### src/rtl/fetch_unit.sv
// fetch_unit: instruction fetch front-end with an on-board program memory.
//
// A program is written into the 2^AW x 9 memory while the unit is idle or
// halted. A start pulse begins execution at address 0: each instruction is
// fetched into DIN with Run raised, held until the processor reports done,
// and then pc advances (or jumps). Fetching HALT_WORD stops execution.
//
// Ports:
//   clk        rising-edge clock
//   Resetn     synchronous active-low reset (memory contents are preserved)
//   load_en    program-load write strobe (honoured only in IDLE/HALT)
//   load_addr  program-load word address
//   load_data  program-load instruction word
//   start      begin execution from address 0 (honoured only in IDLE/HALT)
//   done       processor finished the current instruction (EXEC only)
//   jmp        current instruction is a taken jump (sampled with done)
//   jmp_addr   jump target (sampled with done)
//   DIN        instruction word presented to the processor
//   Run        DIN holds a valid instruction being executed
//   pc         address of the instruction in DIN
//   halted     HALT_WORD has been fetched
//   busy       unit is in FETCH or EXEC
//   icount     retired-instruction count, saturating at 255

module fetch_unit #(
    parameter int unsigned AW        = 6,
    parameter logic [8:0]  HALT_WORD = 9'b100000000
) (
    input  logic          clk,
    input  logic          Resetn,
    input  logic          load_en,
    input  logic [AW-1:0] load_addr,
    input  logic [8:0]    load_data,
    input  logic          start,
    input  logic          done,
    input  logic          jmp,
    input  logic [AW-1:0] jmp_addr,
    output logic [8:0]    DIN,
    output logic          Run,
    output logic [AW-1:0] pc,
    output logic          halted,
    output logic          busy,
    output logic [7:0]    icount
);

    localparam int unsigned DEPTH = 1 << AW;

    typedef enum logic [1:0] {
        IDLE  = 2'd0,
        FETCH = 2'd1,
        EXEC  = 2'd2,
        HALT  = 2'd3
    } state_t;

    state_t state;
    state_t state_nxt;

    logic [8:0] mem [DEPTH];
    logic [8:0] fetch_word;
    logic       stopped;

    assign fetch_word = mem[pc];
    assign stopped    = (state == IDLE) || (state == HALT);
    assign busy       = (state == FETCH) || (state == EXEC);

    // Program memory: no reset, so a program survives Resetn. Writes are
    // locked out while executing so the running program cannot be altered.
    always_ff @(posedge clk) begin
        if (load_en && stopped) begin
            mem[load_addr] <= load_data;
        end
    end

    always_ff @(posedge clk) begin
        if (!Resetn) begin
            state <= IDLE;
        end else begin
            state <= state_nxt;
        end
    end

    always_comb begin
        state_nxt = state;
        case (state)
            IDLE, HALT: begin
                if (start) begin
                    state_nxt = FETCH;
                end
            end
            FETCH: begin
                state_nxt = (fetch_word == HALT_WORD) ? HALT : EXEC;
            end
            EXEC: begin
                if (done) begin
                    state_nxt = FETCH;
                end
            end
            default: state_nxt = IDLE;
        endcase
    end

    always_ff @(posedge clk) begin
        if (!Resetn) begin
            pc     <= '0;
            DIN    <= '0;
            Run    <= 1'b0;
            halted <= 1'b0;
            icount <= '0;
        end else begin
            case (state)
                IDLE, HALT: begin
                    if (start) begin
                        pc     <= '0;
                        icount <= '0;
                        halted <= 1'b0;
                    end
                end
                FETCH: begin
                    DIN <= fetch_word;
                    if (fetch_word == HALT_WORD) begin
                        halted <= 1'b1;
                    end else begin
                        Run <= 1'b1;
                    end
                end
                EXEC: begin
                    if (done) begin
                        Run <= 1'b0;
                        if (icount != 8'hFF) begin
                            icount <= icount + 8'd1;
                        end
                        // pc + 1 wraps naturally at the AW-bit width.
                        pc <= jmp ? jmp_addr : pc + AW'(1);
                    end
                end
                default: ;
            endcase
        end
    end

endmodule

### config.mk
export PLATFORM = sky130hd
export DESIGN_NAME = fetch_unit
export DESIGN_NICKNAME = d
export VERILOG_FILES = /design/src/rtl/fetch_unit.sv
export SDC_FILE = /design/constraint.sdc
export NUM_CORES = 1
export LEC_CHECK = 0
export BUFFER_PORTS_ARGS = -buffer_cell sky130_fd_sc_hd__buf_4
export CORE_MARGIN = 2
export CORE_UTILIZATION = 60
export CTS_BUF_LIST = sky130_fd_sc_hd__clkbuf_4
export CTS_CLUSTER_DIAMETER = 30
export CTS_CLUSTER_SIZE = 20
export DETAILED_ROUTE_END_ITERATION = 12
export PLACE_DENSITY = 0.83
export REMOVE_ABC_BUFFERS = 1
export SLEW_MARGIN = 20
export SYNTH_ARGS = -nofsm -noshare
export SYNTH_HDL_FRONTEND = slang
export SYNTH_SLANG_ARGS = --single-unit
### constraint.sdc
create_clock -name clk -period 4.9 [get_ports clk]
set_input_delay 0.735 -clock clk [delete_from_list [all_inputs] [get_ports clk]]
set_output_delay 0.735 -clock clk [all_outputs]
set_load 0.01 [all_outputs]
==> run summary <==
Final Worst Setup Slack -> 1.150 ns
R2R Path End -> state[0]
post-synthesis xor/xnor area fraction -> 0.2198%
Max Slew Vio Count -> 0
status -> finished clean
Vias -> 12,664
antenna violations before repair -> 1
drt initial violations -> 2,014
cts repair resizes -> 0
Worst slew margin -> 23.48%
Setup Fix Bufs, Post-CTS -> 0
TritonCTS clock tree -> done
multiplexer share of the synthesized area -> 15.61%
Crit. End Element -> flop
FF+latch count, synth -> 609
# DRC -> 0
Worst Path Max Fanout -> 40
fmax -> 0.2667 GHz
met2 GRT Util -> 42.12%
row count -> 73
Primary FF master, synth -> edfxtp_1
crit start category -> flop
Slew @ Worst Pin -> 1.144 ns
HP Start -> done
Setup violations, final -> 0
Reg clk slew, reported paths -> 0.10 ns
Max Cap Viol -> 0
GRT met1 Usage -> 38.19%
Inserted Clock Buffers -> 101
crit path DAT -> 4.46 ns
YS warnings -> 0
average cell area after synthesis -> 20.28 sq um
IO Port Bufs -> 52
ys async rst share -> 0%
post-route ant nets -> 0
Unique masters post-synth -> 59
Synth Area in Simple Gates -> 4.186%
vias in the first global route -> 12,684
Final #Nets -> 1,319
setup TNS -> 0 ns
gr ovfl total -> 0
root buf cell -> clkbuf_4
hold_buf cts -> 0
Area growth, synth to finish -> 11.16%
pre-CTS setup slack -> 1.217 ns
Hold Path Sink -> Run
die width -> 203.6 um
critical path class -> reg2reg
GRT Util Overall -> 27.74%
Tmin final -> 3.750 ns
register area share after synthesis -> 75.10%
Initial DRT Pass Iterations -> 6
PwrDens -> 404.6 nW/um^2
mapped cell area -> 23,910 sq um
clk sink count -> 609
full die area -> 41,460 sq um
Hold Path Stages -> 4
Skew-Pair Late Insertion Delay -> 0.87 ns
crit share post-route -> 76.53%
GPL Wtd Cong -> 0.8461
Die Ht -> 203.6 um
Synth Area in Compound Gates -> 2.747%
total wire length -> 55.79 mm
Worst Path Required -> 5.61 ns
global route hottest layer -> met2
global-route wire length before repair -> 82.27 mm
path type of the worst min-delay path -> in2reg
Final Hold Viols -> 0
main combinational cell family by area after synthesis -> multiplexers
CTS max path bufs -> 3
R2R Setup Slk -> 1.15 ns
Post-Route Skew -> 0.04871 ns
Worst R2R Path Depth -> 8
Mapped Cells -> 1,179
H-tree levels -> 3
drt wl/cell -> 29.35 um
Core Region -> 39,550 sq um
dpl hpwl -> 32.72 mm
Initial Utilization -> 60.46%
Post-Synth Adder-Cell Area -> 0.2093%
worst vdd ir -> 0.3322 mV
EDFF count, synth -> 576
leakage -> 8.301 nW
GRT met3 Usage -> 8.293%
Fillers -> 2,396
via/cell ratio -> 6.662
share of layout cells above drive strength 1 -> 29.82%
largest net degree at the start of global routing -> 65
RSZ-0062 raised after global routing -> false
io pins -> 53
[registers in the layout, indices dropped and copies added, names as in the netlist, named ones only]
name    flops
halted      1
mem       576
DIN         9
state       2
Run         1
icount      8
pc          6
[synthesized netlist by cell type (7+ instances only)]
cell type  count  share of area [%]
mux2i_1       37                1.5
o21ai_0       12               0.25
edfxtp_1     576                 72
buf_4         14               0.44
buf_2          9               0.19
mux4_2       143                 13
and3_1         8               0.21
buf_6         12               0.57
nand3_1       17               0.36
nor2_1        85                1.3
inv_1          7               0.11
clkbuf_1      24               0.38
a21oi_1       18               0.38
nand2_1       46               0.72
dfxtp_1       33                2.8
nor2b_1       11               0.29
a22oi_1       20               0.63
and2_1        10               0.26
[metal layers]
metal  vias to the layer above  routed length, um
met5                         -                  0
met4                         0               2093
met3                       195               6933
met2                       979              26190
met1                      6358              20570
li1                       5132                  -
[cell usage in the layout (no fill, tap or decap), types with 13 or more instances in the layout]
| cell type | count |
|---|---|
| bufinv_16 | 21 |
| clkinv_4 | 15 |
| mux4_2 | 143 |
| nor2_1 | 79 |
| a21oi_1 | 18 |
| edfxtp_1 | 576 |
| mux2i_1 | 37 |
| dfxtp_1 | 28 |
| a22oi_1 | 20 |
| clkinv_2 | 13 |
| buf_4 | 66 |
| nand3_1 | 17 |
| clkinv_1 | 13 |
| nand2_1 | 46 |
| clkbuf_4 | 108 |
[power by group]
group | total [mW] | leakage [nW] | internal (mW) | switching [mW]
clock | 4.39 | 0.972 | 2.30 | 2.09
combinational | 0.576 | 1.88 | 0.218 | 0.358
sequential | 5.79 | 5.45 | 5.73 | 0.0591
total | 10.8 | 8.30 | 8.24 | 2.51
[metrics by stage]
| step | instance area, sq um | hold WS [ns] | power, mW | instances | util, % |
|---|---|---|---|---|---|
| 5_1_grt | 26580 | 0.2935 | 11.03 | 1901 | 67.20 |
| 3_5_place_dp | 24710 | 0.4965 | 6.460 | 1710 | 62.48 |
| 3_3_place_gp | 24710 | 0.4873 | 6.437 | 1710 | 62.48 |
| 6_report | 26580 | 0.2790 | 10.75 | 1901 | 67.20 |
| 4_1_cts | 26560 | 0.2354 | 10.78 | 1900 | 67.16 |
| 2_1_floorplan | 23480 | 0.5094 | 6.213 | 1116 | - |
[how the worst max path moves through the flow]
stage / startpoint / to / slack, ns
3_5_place_dp: flop / state[0] / 1.22
2_1_floorplan: flop / state[0] / -2.60
3_3_place_gp: flop / state[0] / 1.32
4_1_cts: flop / state[0] / 1.15
5_1_grt: flop / state[0] / 0.91
6_report: flop / state[0] / 1.15
[critical path, stage by stage, from the launching register on]
cell and delay [ns]:
dfxtp_4 0.90, buf_4 0.48, mux4_2 0.30, mux2i_1 0.08
a2111oi_0 0.88, a21oi_1 0.26, and3b_1 0.27, and3_1 0.19
o221a_1 0.25
[logic make-up after synthesis]
| group | Yosys count |
|---|---|
| AO/OA/AOI/OAI | 93 |
| XOR/XNOR | 6 |
| adder cells (fa/ha/maj) | 4 |
| buffers and inverters | 71 |
| flip-flops | 609 |
| multiplexers | 186 |
| AND/OR/NAND/NOR | 210 |
[final cells by class]
cell class / count / area (sq um) / area share [%]
diodes: 1 / 2.502 / 0.009415
clock buffers: 108 / 810.8 / 3.051
clock inverters: 82 / 1042 / 3.921
inverters: 8 / 30.03 / 0.1130
multi-input cells: 499 / 5512 / 20.74
flip-flops and latches: 609 / 17970 / 67.61
well taps: 525 / 656.9 / 2.472
repair buffers: 69 / 555.5 / 2.090
Power figures use the tool's default switching activity.
